<file path="src/rtl/majority_vote_collector.sv">
// Majority vote collector: gathers up to five votes (voter ids 1..5), presents
// the registered vote vector to an external 5-input majority circuit, captures
// its answer and holds it until the consumer takes it. Evaluation is forced
// after TIMEOUT collect cycles if not every voter has reported.
module majority_vote_collector #(
   parameter int TIMEOUT = 16
) (
   input  logic       clk,
   input  logic       rst,
   input  logic       vote_valid,
   input  logic [2:0] vote_id,
   input  logic       vote_val,
   output logic       vote_ready,
   output logic [4:0] x,
   input  logic       maj_z,
   output logic       result_valid,
   output logic       result,
   input  logic       result_ready,
   output logic       timed_out,
   output logic       dup_err,
   output logic       id_err
);

   typedef enum logic [1:0] {IDLE, COLLECT, EVAL, HOLD} state_t;

   localparam logic [7:0] TIMER_LAST = 8'(TIMEOUT - 1);

   state_t     state;
   logic [4:0] mask;
   logic [7:0] timer;

   logic       accept;
   logic       id_legal;
   logic [4:0] id_bit;
   logic       is_new;
   logic       is_dup;
   logic [4:0] mask_next;
   logic [4:0] x_next;

   // One-hot voter select for a legal id; zero for ids 0, 6 and 7.
   function automatic logic [4:0] voter_bit(input logic [2:0] id);
      logic [4:0] b;
      b = 5'b00000;
      if (id >= 3'd1 && id <= 3'd5) b = 5'b00001 << (id - 3'd1);
      return b;
   endfunction

   // Decode the offered vote and build the would-be vote vector and mask.
   always_comb begin
      accept    = vote_valid && vote_ready;
      id_bit    = voter_bit(vote_id);
      id_legal  = (id_bit != 5'b00000);
      is_new    = accept && id_legal && ((mask & id_bit) == 5'b00000);
      is_dup    = accept && id_legal && ((mask & id_bit) != 5'b00000);
      mask_next = mask;
      x_next    = x;
      if (is_new) begin
         mask_next = mask | id_bit;
         x_next    = (x & ~id_bit) | (vote_val ? id_bit : 5'b00000);
      end
   end

   // Collector FSM with all outputs registered. Completion is judged on the
   // registered mask, so the fifth vote always costs one extra COLLECT cycle;
   // the timeout test looks at the post-vote mask so a fifth vote arriving on
   // the last timer cycle still counts as a complete, non-timed-out round.
   always_ff @(posedge clk) begin
      if (rst) begin
         state        <= IDLE;
         x            <= 5'b00000;
         mask         <= 5'b00000;
         timer        <= 8'd0;
         result       <= 1'b0;
         result_valid <= 1'b0;
         timed_out    <= 1'b0;
         dup_err      <= 1'b0;
         id_err       <= 1'b0;
         vote_ready   <= 1'b1;
      end else begin
         dup_err <= is_dup;
         id_err  <= accept && !id_legal;
         case (state)
            IDLE: begin
               if (is_new) begin
                  x     <= x_next;
                  mask  <= mask_next;
                  timer <= 8'd0;
                  state <= COLLECT;
               end
            end
            COLLECT: begin
               x    <= x_next;
               mask <= mask_next;
               if (mask == 5'b11111) begin
                  timed_out  <= 1'b0;
                  vote_ready <= 1'b0;
                  state      <= EVAL;
               end else if (timer == TIMER_LAST && mask_next != 5'b11111) begin
                  timed_out  <= 1'b1;
                  vote_ready <= 1'b0;
                  state      <= EVAL;
               end else begin
                  timer <= timer + 8'd1;
               end
            end
            EVAL: begin
               result       <= maj_z;
               result_valid <= 1'b1;
               state        <= HOLD;
            end
            HOLD: begin
               if (result_ready) begin
                  result_valid <= 1'b0;
                  x            <= 5'b00000;
                  mask         <= 5'b00000;
                  timed_out    <= 1'b0;
                  vote_ready   <= 1'b1;
                  state        <= IDLE;
               end
            end
            default: state <= IDLE;
         endcase
      end
   end

endmodule

</file>
<file path="config.mk">
export PLATFORM = sky130hd
export DESIGN_NAME = majority_vote_collector
export DESIGN_NICKNAME = d
export VERILOG_FILES = /design/src/rtl/majority_vote_collector.sv
export SDC_FILE = /design/constraint.sdc
export NUM_CORES = 1
export LEC_CHECK = 0
export ABC_AREA = 1
export BUFFER_PORTS_ARGS = -buffer_cell sky130_fd_sc_hd__buf_2
export CAP_MARGIN = 15
export CORE_MARGIN = 5
export CORE_UTILIZATION = 57
export DETAILED_ROUTE_END_ITERATION = 8
export PLACE_DENSITY = 0.9
export SKIP_LAST_GASP = 1
export SLEW_MARGIN = 5
export SYNTH_ARGS = -nofsm -noshare
export SYNTH_HDL_FRONTEND = slang
export SYNTH_SLANG_ARGS = --single-unit
</file>
<file path="constraint.sdc">
create_clock -name clk -period 2.8 [get_ports clk]
set_input_delay 0.56 -clock clk [delete_from_list [all_inputs] [get_ports clk]]
set_output_delay 0.56 -clock clk [all_outputs]
set_load 0.01 [all_outputs]
</file>
Word level (Yosys, flattened, before mapping)
Cells that the tools add are included.
Widths: inputs -> output; s select.
{ "op_classes": {"addsub": 2, "n_lt_le_gt_ge": 2, "n_eq_ne": 11, "shift": 1, "n_mux": 27, "n_bitwise": 5, "reduce_logical": 21} }
{ "op_table": {"columns": ["op", "n"], "rows": [
  ["$mux 5", 7],
  ["$pmux 5 s3", 2],
  ["$mux 8", 3],
  ["$pmux 8 s2", 1],
  ["$and 5x5->5", 2],
  ["$or 5x5->5", 2],
  ["$reduce_bool 5->1", 2],
  ["$reduce_and 3->1", 3],
  ["$add 8x1->8 const B", 1],
  ["$eq 8x4->1 const B", 1],
  ["$mux 2", 4],
  ["$ne 2x2->1 const B", 4],
  ["$pmux 2 s4", 1],
  ["$logic_and 1x1->1", 7],
  ["$mux 1", 6],
  ["$pmux 1 s2", 3],
  ["$reduce_bool 2->1", 3],
  ["$eq 5x5->1 const B", 1],
  ["$logic_not 5->1", 1],
  ["$ne 5x5->1 const B", 1],
  ["$not 5->5", 1],
  ["$shl 1x3->5 const A", 1],
  ["$eq 2x2->1 const B", 2],
  ["$reduce_and 4->1", 1],
  ["other kinds (9)", 9]
]} }
{ "word_totals": {"ff_bits": 26, "in_bits": 9, "word_cells": 79} }

Longest topological paths before layout
Gate-level depths: netlist of the first run.
{ "depth": {"depth_word": 12, "ltp_mapped": 19, "depth_no_buf": 18} }

Worst setup path before layout of the first run
OpenSTA, ideal clock, no wires.
{ "synth_timing": {"path_kind": "in2reg", "start": "in vote_id[1]", "end": "reg x[1]", "setup_time_ns": 0.115, "arrival_ns": 2.135, "path_slack_ns": 0.550, "stages": 15, "n_path_buf": 0, "cell_sequence": "nor2_2 -> ha_1 -> inv_1 -> nand3_1 -> nand2_1 -> inv_1 -> a21oi_4 -> nand3_2 -> nand2_2 -> inv_2 -> nor2_4 -> nand2_2 -> o21ai_2 -> nor2_1 -> o21a_1"} }
{ "synth_between": {"elab_chain_cells": 9, "word_cells_on_any_way": 20} }
{ "synth_rtl": {"columns": ["item", "line_no", "text"], "rows": [
  ["from (decl)", "11", "input logic [2:0] vote_id,"],
  ["$sub 3x1->3 (tied with other cells)", "44", "if (id >= 3'd1 && id <= 3'd5) b = 5'b00001 << (id - 3'd1);"],
  ["$shl 1x3->5 or $logic_and 1x1->1 (tied branches)", "44", null],
  ["$mux 5 *", "44", null],
  ["$and 5x5->5 (tied with other cells)", "53", "is_new = accept && id_legal && ((mask & id_bit) == 5'b00000);"],
  ["$logic_not 5->1 (tied with other cells)", "53", null],
  ["$logic_and 1x1->1 or $or 5x5->5 (tied branches)", "53, 59", null],
  ["$mux 5", "57", "if (is_new) begin"],
  ["$mux 5", "84", "if (is_new) begin"],
  ["$pmux 5 s3", "82", "case (state)"],
  ["to (signal assigned)", "85", "x <= x_next;"],
  ["to (signal assigned)", "92", "x <= x_next;"],
  ["to (decl)", "14", "output logic [4:0] x,"]
]} }
Every way passes the cells marked *; elsewhere a longest branch is shown, timed or not. The select of a mux whose other input is x is not followed.
A chain may end at the register's enable or synchronous reset.

Worst setup path in the final report of the first run
{ "layout_timing": {"start": "in vote_id[1]", "end": "reg timer[2]"} }
{ "layout_between": {"elab_chain_cells": 11, "word_cells_on_any_way": 18} }
{ "layout_rtl": {"columns": ["item", "line_no", "text"], "rows": [
  ["$sub 3x1->3 (tied with other cells)", "44", null],
  ["$shl 1x3->5 or $logic_and 1x1->1 (tied branches)", "44", null],
  ["$mux 5 *", "44", null],
  ["$and 5x5->5 or $reduce_bool 5->1 (tied branches)", "53, 52", null],
  ["$logic_not 5->1 or $logic_and 1x1->1 (tied branches)", "53", null],
  ["$logic_and 1x1->1", "53", null],
  ["$mux 5", "57", null],
  ["$ne 5x5->1", "98", "end else if (timer == TIMER_LAST && mask_next != 5'b11111) begin"],
  ["$logic_and 1x1->1", "98", null],
  ["$ne 2x2->1 (no line)", null, null],
  ["$reduce_and 4->1 (no line) *", null, null],
  ["to (signal assigned)", "103", "timer <= timer + 8'd1;"],
  ["to (decl)", "30", "logic [7:0] timer;"]
]} }
Every way passes the cells marked *; elsewhere a longest branch is shown, timed or not.

==> flow_metrics.env, run 1 <==
export IMPL_status="finished, final reports clean"
export IMPL_layout_min_cycle_time_ns=2.40
export IMPL_power_uw=1270
export IMPL_async_reset_ff_frac=0
export IMPL_switching_share=0.453
export IMPL_path_max_fanout=11
export IMPL_critPathLaunchType="primary input"
export IMPL_max_clock_path_buffers=2
export IMPL_power_internal_uw=692
export IMPL_ys_seq_area_frac=0.323
export IMPL_vias=1549
export IMPL_grt_max_degree=14
export IMPL_coreArea_um2=2730
export IMPL_worstPathArrival_ns=2.61
export IMPL_synth_edf_count=0
export IMPL_layout_commonest_cell="nand2_1"
export IMPL_worst_pin_slew_ns=0.304
export IMPL_die_area_um2=3990
export IMPL_post_drt_wl_per_cell_um=11.8
export IMPL_ant_nets=0
export IMPL_start_util=0.589
export IMPL_ctsHoldBuffers=0
export IMPL_hold_depth=2
export IMPL_most_common_layout_cells="nand2_1 (46), nor2_1 (31), inv_1 (28)"
export IMPL_cts_tree="done"
export IMPL_grt_use_total=0.181
export IMPL_crit_chain="buf_2 > nor2_2 > ha_1 > inv_1 > nand3_1 > nand2_1 > inv_1 > a21oi_4 > nand3_2 > nand2_1 > nand2_1 > nor2_1 > nand2_1 > nand2_1 > nand2_1 > nand2_2 > nand2_1 > nand2_1 > a21oi_1"
export IMPL_crit_type="primary input to flop"
export IMPL_ys_ff_latch=26
export IMPL_hp_class="flop to flop"
export IMPL_root_buffer="clkbuf_4"
export IMPL_p_leak_uw=0.000806
export IMPL_ys_warn_count=0
export IMPL_antenna_found_initial=0
export IMPL_yosysUniqueCellTypes=33
export IMPL_pwr_share_clk=0.122
export IMPL_ir_worst_vdd_v=0.000547
export IMPL_endpoint="timer[2]"
export IMPL_fin_setup_tns_ns=0
export IMPL_worstReg2RegStart="state[1]"
export IMPL_netlist_instances=239
export IMPL_timing_final_max_slew_violations=0
export IMPL_ff2ff_path_depth=9
export IMPL_viasPerCell=5.34
export IMPL_hpwl_um=2600
export IMPL_synthFlopType="dfxtp_1"
export IMPL_clk_pin_slew_ns=0.13
export IMPL_period_share=0.857
export IMPL_max_cap_violations=0
export IMPL_max_freq_ghz=0.417
export IMPL_drtIter0Drc=47
export IMPL_cts_max_level=1
export IMPL_layout_drive_gt1_share=0.162
export IMPL_reg2reg_to="mask[4]"
export IMPL_ff2ff_setup_slack_ns=0.82
export IMPL_cpMostUsedCell="nand2_1"
export IMPL_die_h_um=63.2
export IMPL_grt_pass1_vias=1392
export IMPL_antenna_cells=0
export IMPL_postSynthAreaPerCell_um2=6.74
export IMPL_first_pass_iters=4
export IMPL_dpl_cell_area_um2=1730
export IMPL_fp_row_count=19
export IMPL_post_cts_buffers=0
export IMPL_grt_pass1_wl_um=6130
export IMPL_comb_power_share=0.484
export IMPL_ioPinCount=20
export IMPL_rsz0062_at_grt="false"
export IMPL_slowest_delay_ns=0.28
export IMPL_crit_slowest_cell="ha_1"
export IMPL_clock_skew_ns=0.00678
export IMPL_port_buffers=19
export IMPL_relSlewSlack=0.796
export IMPL_clock_latency_ns=0.31
export IMPL_syn_num_nets=255
export IMPL_drc=0
export IMPL_overflow=0
export IMPL_crit_start="vote_id[1]"
export IMPL_switching_power_uw=573
export IMPL_design_area_um2=1750
export IMPL_routed_wirelength_um=3420
export IMPL_seq_power_share=0.394
export IMPL_end_kind="flop"
export IMPL_cts_buffers=3
export IMPL_required_ns=3.01
export IMPL_synthesis_area_um2=1610
export IMPL_die_x_um=63.2
export IMPL_gp_congestion=0.851
export IMPL_post_route_util=0.641
export IMPL_cts_sinks=26
export IMPL_synthToLayoutAreaGrowth_pct=8.77
export IMPL_cts_repair_resized=0
export IMPL_hold_violations=0
export IMPL_setup_viol_count_final=0
export IMPL_p_per_area_nw_per_um2=722
export IMPL_nets=277
==> routing by layer <==
layer / up-vias / GRT usage / share of wire
met5: - / 0 / 0
met4: 0 / 0.0468 / 0.012
met3: 5 / 0.0213 / 0.045
met2: 36 / 0.285 / 0.45
met1: 681 / 0.262 / 0.49
li1: 827 / - / -
==> through the flow <==
step	hold WS, ns	worst slack [ns]	cells
floorplan	0.454	0.550	239
global placement	0.431	0.196	287
detailed placement	0.432	0.0829	287
CTS	0.451	0.429	290
global route	0.481	0.120	290
finish	0.451	0.401	290
==> layout make-up <==
class / count / area, um2
clock buffers: 3 / 22.5
fillers: 242 / 981
inverters: 36 / 135
multi-input cells: 174 / 933
flip-flops and latches: 26 / 520
well taps: 31 / 38.8
repair buffers: 20 / 103
==> kinds of logic (layout without fill, tap and decap cells) <==
kind of cell	after synthesis	in the layout	share of synthesized area
DFF	26	26	0.323
adders and majority gates	7	7	0.0543
AOI/OAI and AO/OA	35	35	0.135
xor gates and xnor gates	3	3	0.0163
buffers and inverters	39	59	0.0978
and+or+nand+nor	129	129	0.373
==> how the worst min path moves through the flow <==
stage	slack, ns	startpoint	endpoint
2_1_floorplan	0.45	timer[3]	timer[3]
3_3_place_gp	0.43	timed_out	timed_out
3_5_place_dp	0.43	timed_out	timed_out
4_1_cts	0.45	timed_out	timed_out
5_1_grt	0.48	maj_z	result
6_report	0.45	timed_out	timed_out
==> power groups by stage <==
stage,Clock [uW],Combinational [uW],Sequential (uW)
detailed placement,0,604,506
CTS,160,608,497
finish,155,612,499
global placement,0,590,502
floorplan,0,481,503
global route,178,700,507
==> synth_stat cells (2+ instances only) <==
cell type,n,area (um2)
o21a_1,2,15.0
dfxtp_1,26,521
xnor2_1,2,17.5
nand2_2,4,25.0
nor3_1,4,20.0
clkinv_1,3,11.3
nand2_1,46,173
nand3_1,24,120
nor2_1,31,116
nor2_2,3,18.8
a211oi_1,6,45.0
nand4_1,9,56.3
nor3b_1,2,15.0
a21oi_1,18,90.1
o21ai_0,3,15.0
inv_2,5,18.8
nor2_4,2,22.5
ha_1,7,87.6
inv_1,28,105
==> state kept, by name, indices dropped and copies added, names as in the netlist, 2 cells and up <==
signal / count
mask: 5
state: 2
x: 5
timer: 8
==> critical path, delay by kind of cell <==
family / cells / cell delay [ns]
adder cells (fa/ha/maj): 1 / 0.28
buffers and inverters: 3 / 0.29
AO/OA/AOI/OAI: 2 / 0.23
AND/OR/NAND/NOR: 13 / 1.24
Note: power is estimated with default switching activity, not from simulation.
==> run 2, diff against run 1 <==
CORE_ASPECT_RATIO = 1.4   (was unset)
==> run 2 against run 1 <==
- wire length grew 6.8%
- global-route usage grew 2.6 points
- critical path depth is the same
- core utilization grew 2.0 points
- cell count grew 2.1%
- sequential cell count is the same
- non-clock buffer count grew 1
- via count grew 3.1%
- first-iteration DRC count shrank 49%
- clock-buffer cell count is the same
- clock power grew 7%
- die area grew 0.39%
- largest cell class unchanged
- highest routed layer unchanged
==> flow_metrics.env, run 2 (synthesis results as in run 1) <==
export IMPL_cpMostUsedCell="nand2_1"
export IMPL_cts_tree="done"
export IMPL_max_clock_path_buffers=2
export IMPL_overflow=0
export IMPL_largest_register_ffs=8
export IMPL_ir_worst_vdd_v=0.000388
export IMPL_period_share=0.844
export IMPL_start_util=0.604
export IMPL_critPathLaunchType="primary input"
export IMPL_power_internal_uw=704
export IMPL_largest_registers="timer (8), mask (5), x (5)"
export IMPL_hold_end="result"
export IMPL_required_ns=3.03
export IMPL_worst_pin_slew_ns=0.297
export IMPL_power_uw=1290
export IMPL_reg2reg_to="mask[1]"
export IMPL_antenna_cells=0
export IMPL_routed_wirelength_um=3660
export IMPL_hold_depth=3
export IMPL_hold_violations=0
export IMPL_grt_pass1_wl_um=6330
export IMPL_end_kind="flop"
export IMPL_ant_nets=0
export IMPL_die_area_um2=4010
export IMPL_seq_power_share=0.386
export IMPL_p_leak_uw=0.000811
export IMPL_fin_setup_tns_ns=0
export IMPL_nets=278
export IMPL_ff2ff_path_depth=9
export IMPL_path_max_fanout=11
export IMPL_drtIter0Drc=24
export IMPL_worstReg2RegStart="state[1]"
export IMPL_setup_viol_count_final=0
export IMPL_drc=0
export IMPL_cts_max_level=1
export IMPL_post_drt_wl_per_cell_um=12.4
export IMPL_post_cts_buffers=0
export IMPL_status="finished, final reports clean"
export IMPL_viasPerCell=5.40
export IMPL_vias=1597
export IMPL_layout_min_cycle_time_ns=2.36
export IMPL_ff2ff_setup_slack_ns=0.79
export IMPL_cts_repair_resized=0
export IMPL_pwr_share_clk=0.129
export IMPL_port_buffers=19
export IMPL_timing_final_max_slew_violations=0
export IMPL_max_cap_violations=0
export IMPL_worstHoldStart="maj_z"
export IMPL_ctsHoldBuffers=0
export IMPL_crit_type="primary input to flop"
export IMPL_worstPathArrival_ns=2.59
export IMPL_layout_drive_gt1_share=0.165
export IMPL_ioPinCount=20
export IMPL_cts_buffers=3
export IMPL_slowest_delay_ns=0.29
export IMPL_antenna_found_initial=0
export IMPL_first_pass_iters=4
export IMPL_most_common_layout_cells="nand2_1 (46), nor2_1 (31), inv_1 (28)"
export IMPL_max_freq_ghz=0.423
export IMPL_die_h_um=72.9
export IMPL_coreArea_um2=2670
export IMPL_cts_sinks=26
export IMPL_relSlewSlack=0.801
export IMPL_clk_pin_slew_ns=0.14
export IMPL_switching_share=0.453
export IMPL_p_per_area_nw_per_um2=728
export IMPL_hpwl_um=2840
export IMPL_gp_congestion=0.859
export IMPL_fp_row_count=22
export IMPL_synthToLayoutAreaGrowth_pct=9.63
export IMPL_grt_pass1_vias=1559
export IMPL_die_x_um=54.9
export IMPL_crit_slowest_cell="ha_1"
export IMPL_root_buffer="clkbuf_4"
export IMPL_switching_power_uw=583
export IMPL_hp_class="primary input to flop"
export IMPL_grt_use_total=0.207
export IMPL_layout_commonest_cell="nand2_1"
export IMPL_grt_max_degree=14
export IMPL_clock_skew_ns=0.00368
export IMPL_crit_chain="buf_2 > nor2_2 > ha_1 > inv_1 > nand3_1 > nand2_1 > inv_1 > a21oi_4 > nand3_2 > nand2_1 > nand2_1 > nor2_1 > nand2_1 > nand2_1 > nand2_1 > nand2_2 > nand2_1 > nand2_1 > a21oi_1"
export IMPL_top_register="timer"
export IMPL_comb_power_share=0.485
export IMPL_rsz0062_at_grt="false"
export IMPL_clock_latency_ns=0.33
-- run 2: changes by cell type in the layout (fill, tap and decap cells not counted) --
cell	previous run	this run
buf_4	1	2
-- run 2: area by class of cell --
cell class | count | area [um2]
Clock buffer | 3 | 22.5
Fill cell | 260 | 903
Inverter | 36 | 135
Multi-Input combinational cell | 174 | 933
Sequential cell | 26 | 520
Tap cell | 36 | 45.0
Timing Repair Buffer | 21 | 110
-- run 2: power groups by stage --
| stage | sequential, uW | clock, uW | combinational (uW) |
|---|---|---|---|
| after global routing | 507 | 173 | 716 |
| after global placement | 501 | 0 | 594 |
| final | 497 | 166 | 624 |
| after floorplan | 503 | 0 | 481 |
| after CTS | 496 | 162 | 620 |
| after detailed placement | 504 | 0 | 612 |
-- run 2: worst max-delay path, delay by kind of cell --
kind                     cells  cell delay [ns]
AND/OR/NAND/NOR             13             1.25
buffers and inverters        3             0.29
adder cells (fa/ha/maj)      1             0.29
AO/OA/AOI/OAI                2             0.22
-- run 2: through the flow --
step	worst slack (ns)	hold WS, ns	util	area (um2)	cells
after floorplan	0.550	0.454	-	1610	239
after global placement	0.171	0.427	0.653	1740	293
after detailed placement	0.0996	0.434	0.653	1740	293
after CTS	0.439	0.453	0.662	1770	296
after global routing	0.153	0.456	0.662	1770	296
final	0.438	0.443	0.662	1770	296
-- run 2: metal layers --
metal	track usage	part of all wire	vias to the layer above	wire, um
met5	0	0	-	0
met4	0.0865	0.028	0	102
met3	0.0307	0.035	11	127
met2	0.367	0.52	33	1890
met1	0.235	0.42	723	1530
li1	-	-	830	-
-- run 2: worst max path at each step --
stage,startpoint,endpoint,slack (ns),cells past startpoint
floorplan,vote_id[1],x[1],0.55,15
global placement,vote_id[0],timer[2],0.17,18
detailed placement,vote_id[1],timer[2],0.1,19
CTS,vote_id[1],timer[2],0.44,19
global route,vote_id[1],timer[7],0.15,18
finish,vote_id[1],timer[2],0.44,19
==> run 3, diff against run 2 <==
clock period = 2.3 ns   (was 2.8 ns; I/O delays follow)
==> run 3 against run 2 <==
- non-clock buffer count grew 16
- first-iteration DRC count increased to 2.8 times the previous value
- highest routed layer unchanged
- register-to-register slack got worse by 0.46 ns
- clock-buffer cell count did not move
- cell count increased by 5.7%
- worst hold slack got worse by 0.082 ns
- worst setup slack got worse by 0.31 ns
- wire length increased by 11%
- clock power increased by 90%
- combinational power rose by 55%
- sequential share of layout area down 3.8 points
==> flow_metrics.env, run 3 (synthesis results as in run 1) <==
export IMPL_design_area_um2=2030
export IMPL_layout_drive_gt1_share=0.296
export IMPL_die_h_um=72.9
export IMPL_viasPerCell=5.40
export IMPL_relSlewSlack=0.727
export IMPL_largest_registers="timer (8), mask (5), x (5)"
export IMPL_seq_area_um2=520
export IMPL_end_kind="flop"
export IMPL_ir_worst_vdd_v=0.000627
export IMPL_fp_row_count=22
export IMPL_ioPinCount=20
export IMPL_cts_buffers=3
export IMPL_crit_slowest_cell="nor2_1"
export IMPL_worst_pin_slew_ns=0.408
export IMPL_fin_setup_tns_ns=0
export IMPL_gp_congestion=0.903
export IMPL_status="finished, final reports clean"
export IMPL_switching_share=0.422
export IMPL_cpMostUsedCell="inv_2"
export IMPL_nets=294
export IMPL_grt_pass1_wl_um=6610
export IMPL_crit_chain="buf_4 > nor2_4 > ha_4 > inv_2 > nand3_2 > nand2_2 > inv_2 > a21oi_4 > nand3_2 > nand2_2 > inv_2 > nor2_1 > buf_4 > a21oi_1 > nor2_1"
export IMPL_synthToLayoutAreaGrowth_pct=25.7
export IMPL_clock_latency_ns=0.32
export IMPL_worstPathArrival_ns=2.42
export IMPL_root_buffer="clkbuf_4"
export IMPL_ant_nets=0
export IMPL_most_common_layout_cells="nand2_1 (39), nor2_1 (31), inv_1 (26), dfxtp_1 (26), buf_2 (18)"
export IMPL_drc=0
export IMPL_dpl_worst_slack_ns=-0.219
export IMPL_die_area_um2=4010
export IMPL_largest_register_ffs=8
export IMPL_n_fill_cell=216
export IMPL_max_cap_violations=0
export IMPL_multi_input_area_um2=1030
export IMPL_start_util=0.604
export IMPL_top_register="timer"
export IMPL_port_buffers=19
export IMPL_max_freq_ghz=0.461
export IMPL_setup_viol_count_final=0
export IMPL_cts_max_level=1
export IMPL_layout_commonest_cell="nand2_1"
export IMPL_hold_violations=0
export IMPL_die_x_um=54.9
export IMPL_antenna_cells=0
export IMPL_path_max_fanout=5
export IMPL_comb_power_share=0.513
export IMPL_seq_power_share=0.320
export IMPL_drtIter0Drc=66
export IMPL_clock_skew_ns=0.00542
export IMPL_cts_sinks=26
export IMPL_clk_pin_slew_ns=0.14
export IMPL_critPathLaunchType="primary input"
export IMPL_switching_power_uw=796
export IMPL_crit_type="primary input to flop"
export IMPL_hp_class="primary input to flop"
export IMPL_coreArea_um2=2670
export IMPL_layout_min_cycle_time_ns=2.17
export IMPL_cts_tree="done"
export IMPL_max_clock_path_buffers=2
export IMPL_p_per_area_nw_per_um2=931
export IMPL_routed_wirelength_um=4080
export IMPL_hpwl_um=3040
export IMPL_grt_use_total=0.215
export IMPL_p_leak_uw=0.000914
export IMPL_first_pass_iters=4
export IMPL_dpl_cell_area_um2=1860
export IMPL_period_share=0.943
export IMPL_overflow=0
export IMPL_grt_pass1_vias=1616
export IMPL_post_drt_wl_per_cell_um=13.0
export IMPL_vias=1691
export IMPL_antenna_found_initial=0
export IMPL_ctsHoldBuffers=0
export IMPL_slowest_delay_ns=0.32
export IMPL_finalWorstSetupSlack_ns=0.131
export IMPL_required_ns=2.55
export IMPL_timing_final_max_slew_violations=0
export IMPL_pwr_share_clk=0.167
export IMPL_grt_max_degree=16
export IMPL_power_internal_uw=1090
export IMPL_whs_ns=0.360
-- run 3: what timing repair did --
item	CTS	global route
endpoints found under the setup margin	0	15
gates resized for setup	0	29
buffers inserted	0	0
-- run 3: worst max-delay path, delay by kind of cell --
| kind | cells | cell delay, ns |
|---|---|---|
| compound gates | 2 | 0.24 |
| simple gates | 7 | 0.96 |
| buf+inv | 5 | 0.52 |
| fa+ha+maj | 1 | 0.23 |
-- run 3: worst paths after layout --
check              from   endpoint  slack [ns]  cells after the start
min               maj_z     result        0.36                      3
min reg2reg   timed_out  timed_out        0.46                      2
max reg2reg    state[1]   timer[0]        0.33                      8
max          vote_id[0]   timer[0]        0.13                     15
-- run 3: routing by layer --
| layer | global-route usage | share of wire | vias up |
|---|---|---|---|
| li1 | - | - | 861 |
| met1 | 0.259 | 0.40 | 772 |
| met2 | 0.376 | 0.55 | 46 |
| met3 | 0.0225 | 0.034 | 12 |
| met4 | 0.0838 | 0.024 | 0 |
| met5 | 0 | 0 | - |
-- run 3: area by class of cell --
type	instances	area share
clock buffer	3	0.0111
clock inverter	1	0.0148
inverter	36	0.0667
multi-input combinational	174	0.510
sequential	26	0.257
tap	36	0.0222
timing repair buffer	37	0.119
-- run 3: power by group through the flow --
stage	sequential (uW)	clock (uW)	combinational, uW
5_1_grt	612	340	1090
2_1_floorplan	612	0	586
6_report	603	315	968
3_5_place_dp	611	0	856
4_1_cts	602	318	863
3_3_place_gp	608	0	836
-- run 3: through the flow --
| stage | utilization | instances | total power, uW |
|---|---|---|---|
| floorplan | - | 239 | 1200 |
| global placement | 0.698 | 309 | 1440 |
| detailed placement | 0.698 | 309 | 1470 |
| CTS | 0.718 | 313 | 1780 |
| global route | 0.759 | 313 | 2040 |
| finish | 0.759 | 313 | 1890 |
